File: src/rtl/serial_adder.sv
// Bit-serial adder: one full-adder step per clock, LSB first,
// operands accepted via start/busy, result presented with a done strobe.

module half_adder_behavioural (
    input  logic a,
    input  logic b,
    output logic sum,
    output logic carry
);
    assign sum   = a ^ b;
    assign carry = a & b;
endmodule

module serial_adder #(
    parameter int WIDTH = 8
) (
    input  logic             clk,
    input  logic             rst_n,
    input  logic             start,
    input  logic [WIDTH-1:0] a,
    input  logic [WIDTH-1:0] b,
    output logic             busy,
    output logic             done,
    output logic [WIDTH-1:0] sum,
    output logic             carry_out
);
    localparam int CW = $clog2(WIDTH + 1);
    localparam logic [CW-1:0] LAST = CW'(WIDTH - 1);

    typedef enum logic [1:0] {
        IDLE = 2'd0,
        ADD  = 2'd1,
        DONE = 2'd2
    } state_t;

    state_t           state_q, state_d;
    logic [WIDTH-1:0] a_sh_q, a_sh_d;
    logic [WIDTH-1:0] b_sh_q, b_sh_d;
    logic [WIDTH-1:0] res_q, res_d;
    logic [WIDTH-1:0] sum_q, sum_d;
    logic [WIDTH-1:0] res_shift;
    logic             carry_q, carry_d;
    logic             cout_q, cout_d;
    logic [CW-1:0]    cnt_q, cnt_d;
    logic             hs0, hc0, hc1;
    logic             fa_s, fa_c;
    logic             last_bit;

    half_adder_behavioural u_ha0 (
        .a     (a_sh_q[0]),
        .b     (b_sh_q[0]),
        .sum   (hs0),
        .carry (hc0)
    );

    half_adder_behavioural u_ha1 (
        .a     (hs0),
        .b     (carry_q),
        .sum   (fa_s),
        .carry (hc1)
    );

    assign fa_c = hc0 | hc1;

    // A one-bit result has nothing to shift down; the new bit is the whole word.
    generate
        if (WIDTH == 1) begin : g_res_w1
            assign res_shift = fa_s;
        end else begin : g_res_wn
            assign res_shift = {fa_s, res_q[WIDTH-1:1]};
        end
    endgenerate

    assign last_bit = (state_q == ADD) && (cnt_q == LAST);

    always_ff @(posedge clk) begin
        if (!rst_n) begin
            state_q <= IDLE;
        end else begin
            state_q <= state_d;
        end
    end

    always_comb begin
        state_d = state_q;
        unique case (state_q)
            IDLE:    if (start) state_d = ADD;
            ADD:     if (cnt_q == LAST) state_d = DONE;
            DONE:    state_d = IDLE;
            default: state_d = IDLE;
        endcase
    end

    always_comb begin
        busy = (state_q == ADD);
        done = (state_q == DONE);
    end

    always_comb begin
        a_sh_d  = a_sh_q;
        b_sh_d  = b_sh_q;
        res_d   = res_q;
        sum_d   = sum_q;
        carry_d = carry_q;
        cout_d  = cout_q;
        cnt_d   = cnt_q;
        unique case (state_q)
            IDLE: begin
                if (start) begin
                    a_sh_d  = a;
                    b_sh_d  = b;
                    carry_d = 1'b0;
                    cnt_d   = '0;
                end
            end
            ADD: begin
                a_sh_d  = a_sh_q >> 1;
                b_sh_d  = b_sh_q >> 1;
                res_d   = res_shift;
                carry_d = fa_c;
                cnt_d   = cnt_q + CW'(1);
                if (last_bit) begin
                    sum_d  = res_shift;
                    cout_d = fa_c;
                end
            end
            default: ;
        endcase
    end

    always_ff @(posedge clk) begin
        if (!rst_n) begin
            a_sh_q  <= '0;
            b_sh_q  <= '0;
            res_q   <= '0;
            sum_q   <= '0;
            carry_q <= 1'b0;
            cout_q  <= 1'b0;
            cnt_q   <= '0;
        end else begin
            a_sh_q  <= a_sh_d;
            b_sh_q  <= b_sh_d;
            res_q   <= res_d;
            sum_q   <= sum_d;
            carry_q <= carry_d;
            cout_q  <= cout_d;
            cnt_q   <= cnt_d;
        end
    end

    assign sum       = sum_q;
    assign carry_out = cout_q;
endmodule

File: config.mk
export PLATFORM = sky130hd
export DESIGN_NAME = serial_adder
export DESIGN_NICKNAME = d
export VERILOG_FILES = /design/src/rtl/serial_adder.sv
export SDC_FILE = /design/constraint.sdc
export NUM_CORES = 1
export LEC_CHECK = 0
export CAP_MARGIN = 20
export CORE_MARGIN = 2
export CORE_UTILIZATION = 50
export CTS_CLUSTER_SIZE = 12
export DETAILED_ROUTE_END_ITERATION = 6
export PLACE_DENSITY = 0.77
export SYNTH_ARGS = -nofsm -noshare
export SYNTH_HDL_FRONTEND = slang
export SYNTH_SLANG_ARGS = --single-unit
File: constraint.sdc
create_clock -name clk -period 1.5 [get_ports clk]
set_input_delay 0.45 -clock clk [delete_from_list [all_inputs] [get_ports clk]]
set_output_delay 0.45 -clock clk [all_outputs]
set_load 0.05 [all_outputs]
# [After elaboration in Yosys (flattened, before gate mapping)]
# Cells that the tools add are included.
[totals] regBits=40 in_bits=19 output_inout_bits=11 word_cells=36
[op_classes] addsub=1 n_eq_ne=5 muxes=11 bitwise=5 n_reduce_logical=6
[op_table] op="case mux 8 bit (2 select lines)" count=2
[op_table] op="2-to-1 mux 8 bit" count=2
[op_table] op="case mux 4 bit (2 select lines)" count=1
[op_table] op="AND reduction 2 bit" count=3
[op_table] op="adder 4 x 1 -> 4 bit (second input constant)" count=1
[op_table] op="== test 4 x 3 -> 1 bit (second input constant)" count=1
[op_table] op="2-to-1 mux 2 bit" count=2
[op_table] op="2-to-1 mux 4 bit" count=1
[op_table] op="case mux 2 bit (2 select lines)" count=1
[op_table] op="AND 1 bit" count=2
[op_table] op="== test 2 x 1 -> 1 bit (second input constant)" count=1
[op_table] op="== test 2 bit (second input constant)" count=1
[op_table] op="zero test 2 bit" count=1
[op_table] op="!= test 2 x 1 -> 1 bit (second input constant)" count=1
[op_table] op="!= test 2 bit (second input constant)" count=1
[op_table] op="case mux 1 bit (2 select lines)" count=1
[op_table] op="nonzero test 2 bit" count=1
[op_table] op="XOR 1 bit" count=2
[op_table] op="logical AND 1 bit" count=1
[op_table] op="2-to-1 mux 1 bit" count=1
[op_table] op="bitwise OR 1 bit" count=1

# [Depth between registers and ports, before layout]
# Gate-level depths: netlist of the first run.
[logic_depth] depth_word=4 mapped_depth=6 ltp_nobuf=4

# [Cells and area by module]
# Synthesis of the first run repeated with hierarchy kept, for this count alone.
[hier_totals] hier_cells=190 hier_area_um2=1761.7
[modules_own_cells] module="serial_adder" instances=1 cells_each=188 area_each_um2=1736.7 seq_area_each_um2=780.7
[modules_own_cells] module="half_adder_behavioural" instances=2 cells_each=1 area_each_um2=12.5 seq_area_each_um2=0.0

# [Least setup slack after synthesis of the first run]
# No wires, ideal clock.
[synth_timing] path_kind="flip-flop to output port" start="register state_q[1]" end="output port done" arrival_ps=1310 t_required_ps=1050 path_slack_ps=-260 path_stages_with_launch=4 n_path_buf=1 path_cell_list="dfxtp_1 > inv_1 > clkbuf_1 > nor2_1"
[synth_via] elab_chain_len=1
[synth_lines] item="from (decl)" line="36" text="state_t state_q, state_d;"
[synth_lines] item="from (signal assigned)" line="80" text="state_q <= state_d;"
[synth_lines] item="== test 2 bit" line="96" text="done = (state_q == DONE);"
[synth_lines] item="to (decl)" line="23" text="output logic done,"
# No other way between the ends.

# [Worst setup path after layout of the first run]
[layout_timing] start="register state_q[1]" end="output port busy"
[layout_via] elab_chain_len=1
[layout_lines] item="== test 2 x 1 -> 1 bit" line="95" text="busy = (state_q == ADD);"
[layout_lines] item="to (decl)" line="22" text="output logic busy,"
# No other way between the ends.

==> metrics.cfg, run 1 <==
[run_status]
status = complete, but fails checks
violations = setup timing

[grt]
antenna_found_initial = 0
track_usage_pct = 21.94
grt_max_degree = 18
grt_pass1_wl_um = 5816
overflow = 0
grt_pass1_vias = 1307

[power]
leakage_nw = 0.7731
total_power_mw = 1.842
ir_drop_v = 0.0005944
power.density_mw_per_mm2 = 844.2

[worst_setup_path]
critPathLaunch = state_q[1]
path_max_fanout = 4
cp.required_ps = 1050
setup.worst_path.end = busy
arrival_ps = 1070
worstSetupStartpointType = flop
slowest_delay_ps = 370
r2r_setup_slack_ps = 70
reg2reg_to = a_sh_q[1]
path_class = reg -> out
slowest_stage = dfxtp_4
reg2reg_depth = 5
cp-end-kind = primary output
cp_cell_sequence = nand2b_4 > inv_4 > buf_12
r2r_start = state_q[0]

[sta]
finalCritPeriodShare_pct = 101.1
worstMarginPinSlew_ps = 349.7
min_period_ps = 1516
fmax_mhz = 659.5
slew_viol_final = 0
clock_skew_ps = 7.149
setup_viol = 2
layout_setup_ws_ps = -16.21
rsz0062_at_grt = yes
tns_ps = -31.82
finalHoldViolations = 0
slew_headroom_pct = 76.64

[logic_synthesis]
syn_area_mm2 = 0.001575
async_flop_share_pct = 0
post_synth_num_cell_types = 29
yosysTopAreaCell = dfxtp_1
syn_nets = 204
synth_most_common_cell = dfxtp_1
synthTopCellsByCount = dfxtp_1, nand2_1, a21oi_1
yosys_warnings = 0
synth_ff_type = dfxtp_1
synth_top_area_share_pct = 49.56
ys_seq_area_share_pct = 49.56
syn_area_per_cell_um2 = 8.608
ys_ff_latch = 39
synthTopCellsByArea = dfxtp_1, nand2_1, a21oi_1
synth_edf_count = 0
synth_cells = 183

[final_layout]
area_growth_pct = 38.52
diodes = 0
nNetsFinal = 243
final_cells = 265
drive_gt1_share_pct = 19.00

[route]
dr.first_iter.drc_count = 46
num_vias = 1445
ant_nets = 0
drt-wirelength-per-cell_um = 14.11
routed_wirelength_um = 3738
first_pass_iters = 4
route.detailed.drc = 0
via_per_inst = 5.453

[clocking]
clkTransAtPathRegs_ps = 100
cts-root-buf = clkbuf_4
cts_tree = done
cts_buffer_depth = 2
cts.sinks = 39
cts_buffers = 5
htreeDepth = 2
postCtsHoldBufs = 0
clk-insertion-delay-late_ps = 340

[place]
dp.cells = 253
port-buffer-count = 29
hpwl_um = 2681
routabilityCongestion = 0.7707
dp_slack_ps = -283.3

[die]
die_height_um = 60.13
num_io_pins = 30
rows = 20
die-area_mm2 = 0.003616
initial_core_util_pct = 52.02
fp.dieW_um = 60.13
core-area_mm2 = 0.003028

[hold_path]
hold_path.class = reg -> reg

[job]
maxCapViolations = 0

## worst max-delay path, delay by kind of cell (launching register included)
kind                   cells  cell delay [ps]
flip-flops                 1              370
AND/OR/NAND/NOR            1              170
buffers and inverters      2              190
## cell type report
class	count	area [um^2]
flip-flops and latches	39	788.3
well taps	44	55.05
fillers	233	845.8
repair buffers	45	525.5
repair inverters	1	5.005
inverters	4	21.27
clock buffers	6	41.29
multi-input cells	126	745.7
## report_power, final
part           switching, mW  internal [mW]
Sequential            0.0299           1.08
Combinational          0.133          0.133
Clock                  0.300          0.167
Total                  0.464           1.38
## logic make-up after synthesis
group / Yosys count / synth area share (%)
adders and majority gates: 2 / 2.065
buffers and inverters: 18 / 5.322
AOI/OAI and AO/OA: 59 / 22.40
DFF: 39 / 49.56
muxes: 9 / 5.719
and+or+nand+nor: 56 / 14.93
## per-layer routing
metal	global-route usage, %	vias up	part of all wire [%]
li1	-	716	-
met1	26.17	678	42
met2	37.11	43	52
met3	6.494	8	5.1
met4	7.937	0	1.4
met5	0	-	0
## timing repair
action	CTS	global route
pin swaps	1	1
gates resized for setup	8	8
buffers inserted	2	2
gates cloned	0	2
setup endpoints to repair	2	5
## stage by stage
step / hold slack (ps) / util (%) / instance area, um^2
2_1_floorplan: 436.6 / - / 1583
6_report: 468.2 / 72.07 / 2182
5_1_grt: 499.8 / 72.07 / 2182
4_1_cts: 466.3 / 70.37 / 2131
3_5_place_dp: 451.4 / 67.77 / 2052
3_3_place_gp: 447.3 / 67.77 / 2052
## state kept, by name, indices dropped and copies added (netlist names)
register / count
a_sh_q: 8
b_sh_q: 8
sum: 8
res_q: 7
cnt_q: 4
state_q: 2
carry_out: 1
carry_q: 1
## worst min path at each step
stage               startpoint        to  cells after the start
global route          res_q[1]  res_q[1]                      2
floorplan             res_q[1]  res_q[1]                      2
CTS                   res_q[1]  res_q[1]                      2
detailed placement    res_q[1]  res_q[1]                      2
global placement      res_q[1]  res_q[1]                      2
finish                res_q[1]  res_q[1]                      2
## cells in the final DEF, fill, tap and decap left out, types with 2 or more instances in the layout
| master | netlist | layout |
|---|---|---|
| a21oi_1 | 21 | 21 |
| a22oi_1 | 4 | 4 |
| a31oi_1 | 2 | 2 |
| buf_12 | 0 | 11 |
| buf_4 | 1 | 14 |
| clkbuf_4 | 0 | 5 |
| clkdlybuf4s50_1 | 0 | 18 |
| dfxtp_1 | 39 | 37 |
| dfxtp_4 | 0 | 2 |
| inv_1 | 4 | 2 |
| mux2i_1 | 9 | 9 |
| nand2_1 | 35 | 35 |
| nand3_1 | 2 | 2 |
| nand3b_1 | 2 | 2 |
| nor2_1 | 11 | 10 |
| o21ai_0 | 14 | 14 |
| o22ai_1 | 9 | 9 |
| o2bb2ai_1 | 5 | 5 |
Note: power is estimated with default switching activity, not from simulation.
==> run 2: changes to the inputs <==
- CAP_MARGIN: 20 -> default
- SLEW_MARGIN: default -> 0
==> results of run 2 <==
No change in the layout: final DEF, timing and power equal those of run 1.
==> run 3: changes to the inputs <==
- CORE_ASPECT_RATIO: default -> 0.7
- CORE_UTILIZATION: 50 -> 54
- PLACE_DENSITY: 0.77 -> 0.82
- clock period: 1.5 -> 1.75 ns (I/O delays scaled with it)
==> metrics.cfg, run 3 (synthesized netlist as in run 1, its figures left out) <==
[final_layout]
area_growth_pct = 36.14
final_util_pct = 77.07  ; +5.0 points
final_common_cell = dfxtp_1
drive_gt1_share_pct = 15.67  ; -3.3 points
nNetsFinal = 237  ; -2.5%
final_cells = 253  ; -4.5%
fin_area_mm2 = 0.002145  ; -1.7%
diodes = 0  ; unchanged
final_cell_mix = dfxtp_1, nand2_1, a21oi_1

[grt]
grt_max_degree = 22  ; +4
overflow = 0  ; unchanged
track_usage_pct = 24.65  ; +2.7 points
antenna_found_initial = 0  ; unchanged
grt_pass1_wl_um = 6127  ; +5.3%
grt_pass1_vias = 1351  ; +3.4%

[die]
fp.dieW_um = 68.56  ; +14%
num_io_pins = 30  ; unchanged
rows = 16  ; -20%
die-area_mm2 = 0.003372  ; -6.7%
initial_core_util_pct = 56.61  ; +4.6 points
die_height_um = 49.19  ; -18%
core-area_mm2 = 0.002783  ; -8.1%

[sta]
setup_viol = 0  ; -2
layout_setup_ws_ps = 73.27  ; +89.47 ps
clock_skew_ps = 5.382  ; -1.766 ps
finalCritPeriodShare_pct = 95.81
slew_viol_final = 0  ; unchanged
rsz0062_at_grt = no
tns_ps = 0  ; +31.82 ps
finalHoldViolations = 0  ; unchanged
min_period_ps = 1677
fin_worst_hold_slack_ps = 481.9  ; +13.72 ps
slew_headroom_pct = 69.52  ; -7.1 points
worstMarginPinSlew_ps = 456.7  ; +107.0 ps
fmax_mhz = 596.4

[route]
dr.first_iter.drc_count = 93  ; +100%
drt-wirelength-per-cell_um = 14.51  ; +2.9%
num_vias = 1462  ; +1.2%
via_per_inst = 5.779  ; +6.0%
ant_nets = 0  ; unchanged
routed_wirelength_um = 3672  ; -1.8%
route.detailed.drc = 0  ; unchanged
first_pass_iters = 4  ; unchanged

[run_status]
status = finished clean

[place]
dp_slack_ps = -106.4  ; +176.9 ps
hpwl_um = 2708  ; +1.0%
dp.cells = 245  ; -3.2%
routabilityCongestion = 0.8522  ; +11%
placed_area_mm2 = 0.002037  ; -0.73%
port-buffer-count = 29  ; unchanged

[power]
power.density_mw_per_mm2 = 852.7  ; +1.0%
total_power_mw = 1.829  ; -0.73%
ir_drop_v = 0.0007944  ; +34%
leakage_nw = 0.7699  ; -0.40%

[clocking]
cts-root-buf = clkbuf_8
htreeDepth = 2  ; unchanged
clk-insertion-delay-late_ps = 290  ; -50 ps
cts.sinks = 39  ; unchanged
postCtsHoldBufs = 0  ; unchanged
cts_buffers = 5  ; unchanged
cts_buffer_depth = 2  ; unchanged
cts_tree = done
clkTransAtPathRegs_ps = 70  ; -30 ps
postCtsSetupBuffers = 0  ; -2

[worst_setup_path]
slowest_delay_ps = 350  ; -20 ps
cp.required_ps = 1220  ; +170 ps
cp-end-kind = primary output
path_max_fanout = 5  ; +1
slowest_stage = dfxtp_1
path_class = reg -> out
cp_cell_sequence = nand2b_2 > inv_1 > buf_12
arrival_ps = 1150  ; +80 ps
worstSetupStartpointType = flop

[hold_path]
hold_path.class = reg -> reg

[job]
maxCapViolations = 0  ; unchanged

## run 3: final timing paths
check / from / endpoint / slack (ps) / cells after the start
max reg2reg: cnt_q[0] / sum[0] / 380 / 5
max: state_q[1] / busy / 70 / 3
min reg2reg: res_q[1] / res_q[1] / 480 / 2
min: res_q[1] / res_q[1] / 480 / 2
## run 3: critical path, delay by kind of cell (launching register included)
kind	cells	cell delay (ps)
and+or+nand+nor	1	230
buffers and inverters	2	280
DFF	1	350
## run 3: final cells by class
class	instances	area, um^2
flip-flops and latches	39	782.0
multi-input cells	126	715.7
fillers	176	638.1
repair buffers	40	483.0
clock buffers	7	96.34
well taps	36	45.04
inverters	4	15.01
clock inverters	1	7.507
## run 3: per-layer routing
metal / track usage, % / vias to the layer above / wire, um
li1: - / 707 / -
met1: 32.84 / 676 / 1579
met2: 35.58 / 68 / 1698
met3: 8.545 / 11 / 321
met4: 11.33 / 0 / 73
met5: 0 / - / 0
## run 3: power breakdown
part           total (mW)  switching [mW]  internal [mW]
logic               0.210           0.108          0.103
clock network       0.664           0.305          0.358
registers           0.955          0.0280          0.927
## run 3: what timing repair did
action,4_1_cts,5_1_grt
gates resized for setup,1,1
setup endpoints to repair,1,1
pin swaps,0,0
cloned,0,0
